===== src/rtl/rr_arb4_pkg.sv =====
// rtl/rr_arb4_pkg.sv - shared constants and helpers for the 4-way round-robin arbiter
package rr_arb4_pkg;

    localparam int NUM_REQ = 4;

    localparam logic [0:0] ST_IDLE  = 1'b0;
    localparam logic [0:0] ST_GRANT = 1'b1;

    function automatic logic [NUM_REQ-1:0] onehot4(input logic [1:0] idx);
        logic [NUM_REQ-1:0] v;
        v = '0;
        v[idx] = 1'b1;
        return v;
    endfunction

endpackage


===== src/rtl/rr_pick4.sv =====
// rtl/rr_pick4.sv - combinational rotating-priority pick of the first requester at or after ptr
module rr_pick4
    import rr_arb4_pkg::*;
(
    input  logic [NUM_REQ-1:0] req,
    input  logic [1:0]         ptr,
    output logic               hit,
    output logic [1:0]         idx
);

    logic [1:0] cand;

    // Scan from the far end back toward ptr so the nearest requester is written last.
    always_comb begin
        hit  = 1'b0;
        idx  = 2'd0;
        cand = 2'd0;
        for (int i = NUM_REQ - 1; i >= 0; i--) begin
            cand = ptr + 2'(i);
            if (req[cand]) begin
                hit = 1'b1;
                idx = cand;
            end
        end
    end

endmodule


===== src/rtl/rr_arb4.sv =====
// rtl/rr_arb4.sv - round-robin arbiter granting one 4:1 mux to four requesters with a hold limit
module rr_arb4
    import rr_arb4_pkg::*;
#(
    parameter int MAX_HOLD = 8,
    parameter int HCW      = 8
) (
    input  logic               clk,
    input  logic               reset,
    input  logic [NUM_REQ-1:0] req,
    output logic [NUM_REQ-1:0] grant,
    output logic [1:0]         sel,
    output logic               busy,
    output logic               forced
);

    logic [0:0]     state;
    logic [1:0]     ptr;
    logic [HCW-1:0] hold_cnt;

    logic       owner_req;
    logic       limit;
    logic       release_now;
    logic [1:0] pick_ptr;
    logic       hit;
    logic [1:0] idx;

    // sel always names the current owner while a grant is active.
    assign owner_req   = req[sel];
    assign limit       = (hold_cnt == HCW'(MAX_HOLD - 1));
    assign release_now = (state == ST_GRANT) && (!owner_req || limit);
    // On a release edge the rotated pointer must already steer this cycle's pick.
    assign pick_ptr    = (state == ST_GRANT) ? sel + 2'd1 : ptr;

    rr_pick4 u_pick (
        .req (req),
        .ptr (pick_ptr),
        .hit (hit),
        .idx (idx)
    );

    always_ff @(posedge clk) begin
        if (reset) begin
            state    <= ST_IDLE;
            ptr      <= 2'd0;
            hold_cnt <= '0;
            grant    <= '0;
            sel      <= 2'd0;
            forced   <= 1'b0;
        end else begin
            forced <= 1'b0;
            case (state)
                ST_IDLE: begin
                    if (hit) begin
                        state    <= ST_GRANT;
                        grant    <= onehot4(idx);
                        sel      <= idx;
                        hold_cnt <= '0;
                    end
                end
                default: begin
                    if (release_now) begin
                        ptr      <= sel + 2'd1;
                        forced   <= limit && owner_req;
                        hold_cnt <= '0;
                        if (hit) begin
                            grant <= onehot4(idx);
                            sel   <= idx;
                        end else begin
                            state <= ST_IDLE;
                            grant <= '0;
                        end
                    end else begin
                        hold_cnt <= hold_cnt + 1'b1;
                    end
                end
            endcase
        end
    end

    assign busy = |grant;

endmodule

===== config.mk =====
export PLATFORM = sky130hd
export DESIGN_NAME = rr_arb4
export DESIGN_NICKNAME = d
export VERILOG_FILES = /design/src/rtl/rr_arb4_pkg.sv /design/src/rtl/rr_pick4.sv /design/src/rtl/rr_arb4.sv
export SDC_FILE = /design/constraint.sdc
export NUM_CORES = 1
export LEC_CHECK = 0
export CELL_PAD_IN_SITES_DETAIL_PLACEMENT = 0
export CELL_PAD_IN_SITES_GLOBAL_PLACEMENT = 1
export CORE_MARGIN = 10
export CORE_UTILIZATION = 33
export CTS_CLUSTER_DIAMETER = 200
export DETAILED_ROUTE_END_ITERATION = 16
export PLACE_DENSITY = 0.67
export RECOVER_POWER = 100
export SYNTH_ARGS = -nofsm -noshare
export SYNTH_HDL_FRONTEND = slang
export SYNTH_SLANG_ARGS = --single-unit

===== constraint.sdc =====
create_clock -name clk -period 3.1 [get_ports clk]
set_input_delay 0.62 -clock clk [delete_from_list [all_inputs] [get_ports clk]]
set_output_delay 0.62 -clock clk [all_outputs]
set_load 0.03 [all_outputs]

# Word level (Yosys, flattened, before mapping)
# Cells that the tools add are included.
# totals
reg_bits	18
inputBits	6
output_inout_bits	8
word_cells	66
# classes
n_addsub	5
magnitude_cmp	7
eq_ne	2
muxes	34
bitwise_logic	2
n_reduce_logical	10
# op_table
cell	count
8-bit two-way mux	3
2-bit by 3-bit < comparator with 1-bit output (second input constant)	6
2-bit two-way mux	8
4-bit two-way mux	4
1-bit two-way mux	13
1-bit binary-select mux with 2-bit select	5
8-bit by 1-bit adder with 8-bit output (second input constant)	1
8-bit by 3-bit equality test with 1-bit output (second input constant)	1
2-bit by 1-bit adder with 2-bit output (second input constant)	2
2-bit adder (second input constant)	2
2-bit AND reduction	2
4-bit OR reduction	1
1-bit logical AND	3
3-bit OR reduction	1
1-bit demux with 2-bit select	1
2-bit by 1-bit greater-or-equal comparator with 1-bit output (second input constant)	1
2-bit by 1-bit inequality test with 1-bit output (second input constant)	1
1-bit inverter	2
2-bit nonzero test	1
1-bit logical NOT	1
1-bit logical OR	1

# Depth between registers and ports, before layout
# Gate-level depths: netlist of the first run.
# depth
ltp_word	16
mapped_depth	7
mapped_depth_nobuf	6

# By module
# Synthesis of the first run repeated with hierarchy kept, for this count alone.
# unflattened
hier_cells	121
hier_area_um2	1056.0
# modules_own_cells
mod	n_inst	cells_each	area_each_um2	seq_area_each_um2
rr_arb4	1	108	978.4	360.3
rr_pick4	1	13	77.6	0.0

# Worst setup path before layout of the first run
# OpenSTA, ideal clock, no wires.
# synth_path
kind	reg-to-reg
start	register sel[0]
end	register grant[2]
setup_ns	0.117
arrival_time_ns	1.774
required_ns	2.983
path_slack_ns	1.208
stages_incl_launch_ff	7
n_path_buf	1
period_less_slack_ns	1.892
path_cell_list	dfxtp_1 buf_2 xnor2_1 a21oi_1 o211a_1 or3_1 a32o_1
# synth_via
elab_chain_cells	16
word_cells_on_any_way	38
cone_classes	4 x add/sub; 2 x order compare; 1 x eq/ne; 25 x mux; 6 x reduce/logical
# synth_lines
element	line	source
start: declaration	rr_arb4.sv:12	output logic [1:0] sel,
start signal: assignment	rr_arb4.sv:57	sel <= idx;
start signal: assignment	rr_arb4.sv:68	sel <= idx;
2-bit by 1-bit adder with 2-bit output	rr_arb4.sv:33	assign pick_ptr = (state == ST_GRANT) ? sel + 2'd1 : ptr;
2-bit two-way mux	rr_arb4.sv:33	
2-bit adder	rr_pick4.sv:19	cand = ptr + 2'(i);
1-bit binary-select mux with 2-bit select	rr_pick4.sv:20	if (req[cand]) begin
1-bit two-way mux (implied by the code)	rr_pick4.sv:20	
2-bit two-way mux (4 in a row)	rr_pick4.sv:20	
2-bit by 3-bit < comparator with 1-bit output (implied by the code) or 2-bit by 1-bit greater-or-equal comparator with 1-bit output (tied branches)	rr_arb4_pkg.sv:12	v[idx] = 1'b1;
1-bit logical AND (implied by the code)	rr_arb4_pkg.sv:12	
1-bit two-way mux (implied by the code)	rr_arb4_pkg.sv:12	
1-bit demux with 2-bit select	rr_arb4_pkg.sv:12	
4-bit two-way mux	rr_arb4.sv:66	if (hit) begin
4-bit two-way mux	rr_arb4.sv:62	if (release_now) begin
4-bit two-way mux	rr_arb4.sv:52	case (state)
end signal: assignment	rr_arb4.sv:56	grant <= onehot4(idx);
end signal: assignment	rr_arb4.sv:67	grant <= onehot4(idx);
end: declaration	rr_arb4.sv:11	output logic [NUM_REQ-1:0] grant,
# Several ways; a longest one is shown, not always the timed one. The select of a mux whose other input is x is not followed.
# A chain may end at the register's enable or synchronous reset.

# Worst setup path after layout of the first run
# layout_path
start	register grant[3]
end	output port busy
# layout_via
elab_chain_cells	1
# layout_lines
element	line	source
4-bit OR reduction	rr_arb4.sv:81	assign busy = |grant;
end: declaration	rr_arb4.sv:13	output logic busy,
# Every way passes these cells.

==> flow_summary.json, run 1 <==
{
  "hold_class": "register to register",
  "cts.sinks": 18,
  "cts_resized": 0,
  "timing.rr.end": "grant[0]",
  "synth_edf_count": 0,
  "rows": 19,
  "pin_count": 14,
  "path_class": "register to output port",
  "regArea_sq_um": 360,
  "crit_slowest_cell": "dlygate4sd3_1",
  "holdPathStages": 2,
  "fin_tns_setup_ps": 0,
  "cpPeakStageDelay_ps": 710,
  "fin_crit_ps": 2460,
  "antenna_found_initial": 0,
  "cp.buffers_inverters": 1,
  "hold_path.startpoint": "ptr[1]",
  "area_growth_pct": 18.3,
  "yosys_warnings": 0,
  "hold_path_end": "ptr[1]",
  "coreArea_sq_um": 2810,
  "hold_buffers": 0,
  "wire_per_inst_microns": 14.3,
  "status": "finished, final reports clean",
  "synth.net_count": 119,
  "hpwlAfterDp_mm": 1.72,
  "p_leak_uw": 0.000439,
  "synth-xor-area-share_pct": 1.79,
  "clk_latency_ps": 290,
  "numCtsBuffers": 3,
  "synth-main-ff-cell": "dfxtp_1",
  "ys_async_sr_fraction_pct": 0,
  "grt_pass1_vias": 888,
  "skew_ps": 9.39,
  "viasPerCell": 5.61,
  "grt_pass1_wl_mm": 3.96,
  "htree_levels": 1,
  "clk_pin_slew_ps": 110,
  "synth_cell_type_count": 42,
  "wl_mm": 2.25,
  "fillers": 293,
  "p_per_area_nw_per_um2": 496,
  "drv_slew": 0,
  "path_cells": "or4_1 > dlygate4sd3_1",
  "setup_viol": 0,
  "vias": 880,
  "cpLargestDelayFamily": "buffers and inverters",
  "fin_area_sq_um": 1160,
  "fmax_ghz": 0.406,
  "rsz0062_at_grt": "false",
  "crit_fanout": 3,
  "synthCells": 112,
  "ys_seq_area_share_pct": 36.9,
  "netlist_area_sq_um": 977,
  "ant_nets": 0,
  "synthAdderAreaFrac_pct": 1.28,
  "cts_tree": "built",
  "diodes": 0,
  "clock_tree.buffer_depth": 2,
  "multi_input_area_sq_um": 576,
  "crit_required_ps": 2480,
  "synthMuxAreaShare_pct": 3.07,
  "hold_viol": 0,
  "drive_above_1_share_pct": 7.14,
  "dr.pass1.iters": 4,
  "worstRegToRegCells": 5,
  "fin_nets": 134,
  "max-cap-violations": 0,
  "worstSetupStartpointType": "register",
  "die_y_microns": 74.4,
  "portBuffers": 13,
  "drc": 0,
  "place_area_sq_um": 1130,
  "r2r-start": "hold_cnt[3]",
  "ir_worst_vdd_v": 0.000242,
  "post_cts_buffers": 0,
  "ff2ff_setup_slack_ps": 860,
  "cp.arrival_ps": 1840,
  "grt_max_degree": 17,
  "grt_util_all_layers_pct": 8.89,
  "cp-end-kind": "output port",
  "yosys.area_share.simple_pct": 29.3,
  "period_share_pct": 79.4,
  "grt_overflow": 0,
  "dieArea_sq_um": 5540,
  "syn_avg_cell_area_sq_um": 8.72,
  "synth_compound_area_share_pct": 24.6,
  "gp_congestion": 0.822,
  "synth_seq_cells": 18,
  "die_width_microns": 74.4,
  "tightest_slew_ps": 575,
  "dr.first_iter.drc_count": 48,
  "initial_utilization_pct": 34.8,
  "clock-root-buffer": "clkbuf_4",
  "synth_top_family_by_area": "simple AND/OR/NAND/NOR gates",
  "maxSlewHeadroom_pct": 61.4
}
metal layers:
layer  vias to the layer above  part of all wire, %  track usage [%]
li1                        454                    -                -
met2                        16                   42             13.3
met3                         2                  6.1             4.39
met5                         -                    0                0
met1                       408                   51             10.9
met4                         0                 0.58             2.94
flip-flops by register name, indices dropped and copies added, names as in the netlist:
register,cells
forced,1
grant,4
state,1
sel,2
ptr,2
hold_cnt,8
layout by cell type, fill, tap and decap left out, drive strengths merged, types with 5 or more instances in the layout:
cell / synthesis / routed
dfxtp: 18 / 18
a21oi: 11 / 11
dlygate4sd3: 0 / 9
nand2: 8 / 8
nor2: 8 / 8
nand2b: 6 / 6
a311oi: 5 / 5
clkbuf: 1 / 5
cells in the mapped netlist, drive strengths merged, types with 2 or more instances:
library cell / number / area [sq um]
or4: 2 / 15.0
nor3b: 2 / 15.0
nand3: 2 / 10.0
a311oi: 5 / 43.8
or3: 2 / 17.5
dfxtp: 18 / 360
and2: 3 / 21.3
or2: 3 / 18.8
buf: 3 / 15.0
inv: 3 / 11.3
a21oi: 11 / 55.1
and3: 3 / 18.8
mux2i: 3 / 30.0
nand2: 8 / 30.0
a32o: 4 / 40.0
nor3: 4 / 31.3
o21ai: 2 / 10.0
nor2: 8 / 30.0
a41oi: 2 / 17.5
nand2b: 6 / 37.5
nor4: 2 / 18.8
kinds of logic (layout without fill, tap and decap cells):
group / count (synthesis) / count (layout)
AND/OR/NAND/NOR: 48 / 48
AO/OA/AOI/OAI: 33 / 33
flip-flops: 18 / 18
buffers and inverters: 7 / 21
multiplexers: 3 / 3
XOR/XNOR: 2 / 2
adder cells (fa/ha/maj): 1 / 1
worst register-to-register path: cells and delay by family, from the launching register on:
| kind | cells | cell delay [ps] |
|---|---|---|
| AOI/OAI and AO/OA | 1 | 250 |
| and+or+nand+nor | 4 | 1570 |
| DFF | 1 | 350 |
layout make-up:
cell class,count,area share (%)
multi-input cells,87,49.8
flip-flops and latches,18,31.2
repair buffers,14,11.6
well taps,31,3.35
clock buffers,4,3.14
inverters,3,0.974
through the flow:
step / utilization [%] / total power, uW / worst slack [ps] / instances / hold slack (ps)
finish: 41.2 / 573 / 639 / 157 / 483
global route: 41.2 / 614 / 544 / 157 / 527
CTS: 41.7 / 590 / 690 / 157 / 480
detailed placement: 40.5 / 443 / 465 / 153 / 464
global placement: 40.5 / 441 / 567 / 153 / 461
floorplan: - / 384 / 1210 / 112 / 445
power by group:
part	internal (uW)	leakage, uW	switching, uW	total (uW)
Combinational	68.2	0.000271	94.4	163
Clock	71.5	0.0000210	73.8	145
Sequential	246	0.000147	19.2	266
worst max path at each step:
stage | start | end | slack (ps) | cells past startpoint
floorplan | sel[0] | grant[2] | 1210 | 6
global placement | req[2] | hold_cnt[3] | 570 | 6
detailed placement | req[2] | hold_cnt[3] | 470 | 6
CTS | grant[3] | busy | 690 | 2
global route | req[1] | grant[0] | 540 | 6
finish | grant[3] | busy | 640 | 2
No activity file was read; power rests on OpenSTA's default activity.
==> inputs of run 2 (changes only) <==
==> constraint.sdc (replaced) <==
create_clock -name clk -period 2.5 [get_ports clk]
set_input_delay 0.5 -clock clk [delete_from_list [all_inputs] [get_ports clk]]
set_output_delay 0.5 -clock clk [all_outputs]
set_load 0.03 [all_outputs]
==> flow_summary.json, run 2 (synthesized netlist as in run 1, its figures left out) <==
{
  "regArea_sq_um": 360,
  "swShare_pct": 32.6,
  "r2r-start": "hold_cnt[3]",
  "startpoint": "grant[3]",
  "hold_viol": 0,
  "fin_tns_setup_ps": 0,
  "dieArea_sq_um": 5540,
  "grt_util_all_layers_pct": 9.07,
  "cts_tree": "built",
  "multi_input_area_sq_um": 576,
  "cp.arrival_ps": 1860,
  "reg_top3": "hold_cnt x8, grant x4",
  "final_common_cell": "dfxtp_1",
  "cts.sinks": 18,
  "fmax_ghz": 0.424,
  "grt_max_degree": 14,
  "crit_fanout": 3,
  "clk_pin_slew_ps": 100,
  "numCtsBuffers": 3,
  "max-cap-violations": 0,
  "dr.pass1.iters": 4,
  "portBuffers": 13,
  "clock_tree.buffer_depth": 2,
  "setup_viol": 0,
  "hpwlAfterDp_mm": 1.68,
  "gp_congestion": 0.807,
  "initial_utilization_pct": 34.8,
  "grt_overflow": 0,
  "p_seq_share_pct": 45.8,
  "hold_class": "register to register",
  "final_cell_mix": "dfxtp_1, a21oi_1, dlygate4sd3_1",
  "clkPwrFrac_pct": 25.1,
  "drc": 0,
  "area_growth_pct": 20.6,
  "hold_buffers": 0,
  "fin_area_sq_um": 1180,
  "cp-end-kind": "output port",
  "vias": 898,
  "maxSlewHeadroom_pct": 69.7,
  "rows": 19,
  "cts_resized": 0,
  "antenna_found_initial": 0,
  "drive_above_1_share_pct": 8.53,
  "diodes": 0,
  "crit_required_ps": 2000,
  "fin_nets": 137,
  "p_switching_uw": 233,
  "hold_path.startpoint": "ptr[0]",
  "skew_ps": 1.15,
  "dr.first_iter.drc_count": 71,
  "path_class": "register to output port",
  "wl_mm": 2.19,
  "fillers": 303,
  "period_share_pct": 94.4,
  "p_comb_share_pct": 29.1,
  "grt_pass1_wl_mm": 4.05,
  "ant_nets": 0,
  "setup_slack_ps": 140,
  "place_worst_setup_slack_ps": 200,
  "p_per_area_nw_per_um2": 608,
  "p_int_uw": 483,
  "die_width_microns": 74.4,
  "wire_per_inst_microns": 13.7,
  "largest-register": "hold_cnt",
  "coreArea_sq_um": 2810,
  "drv_slew": 0,
  "grt_pass1_vias": 875,
  "post_cts_buffers": 0,
  "htree_levels": 1,
  "largest_register_ffs": 8,
  "p_leak_uw": 0.000453,
  "worstSetupStartpointType": "register",
  "clock-root-buffer": "clkbuf_4",
  "viasPerCell": 5.61,
  "rsz0062_at_grt": "false",
  "ir_worst_vdd_v": 0.000369,
  "place_area_sq_um": 1160,
  "final_util_pct": 42.0,
  "tightest_slew_ps": 450,
  "pin_count": 14,
  "status": "finished, final reports clean",
  "fin_crit_ps": 2360,
  "clk_latency_ps": 290,
  "die_y_microns": 74.4
}
run 2: power by group through the flow:
stage	Combinational [uW]	Clock, uW	Sequential (uW)
floorplan	127	0	349
global placement	218	0	335
detailed placement	218	0	335
CTS	220	192	329
global route	234	205	333
finish	209	180	328
run 2: through the flow:
stage | instances | hold WS, ps | power [uW]
4_1_cts | 160 | 495 | 741
3_3_place_gp | 156 | 470 | 553
5_1_grt | 160 | 528 | 773
2_1_floorplan | 112 | 445 | 476
3_5_place_dp | 156 | 479 | 553
6_report | 160 | 488 | 717
run 2: layout make-up:
| class | count | share of cell area [%] |
|---|---|---|
| multi-input combinational | 87 | 48.8 |
| sequential | 18 | 30.6 |
| timing repair buffer | 17 | 13.3 |
| inverter | 3 | 0.955 |
| clock buffer | 4 | 3.08 |
| tap | 31 | 3.29 |
run 2: layer usage:
metal | global-route usage (%) | vias to the layer above | part of all wire [%]
met5 | 0 | - | 0
met4 | 1.89 | 0 | 0.50
met3 | 4.65 | 2 | 7.9
met2 | 13.5 | 23 | 41
met1 | 11.4 | 414 | 51
li1 | - | 459 | -
run 2: worst max-delay path, cell delays in order (launching register included):
cell	delay (ps)
dfxtp_1	340
or4_1	530
dlygate4sd3_1	710
run 2: worst paths after layout:
path | end | slack, ps | depth (start not counted)
worst min-delay path | ptr[0] | 490 | 2
worst min register to register | ptr[0] | 490 | 2
worst max register to register | grant[2] | 520 | 5
worst max-delay path | busy | 140 | 2
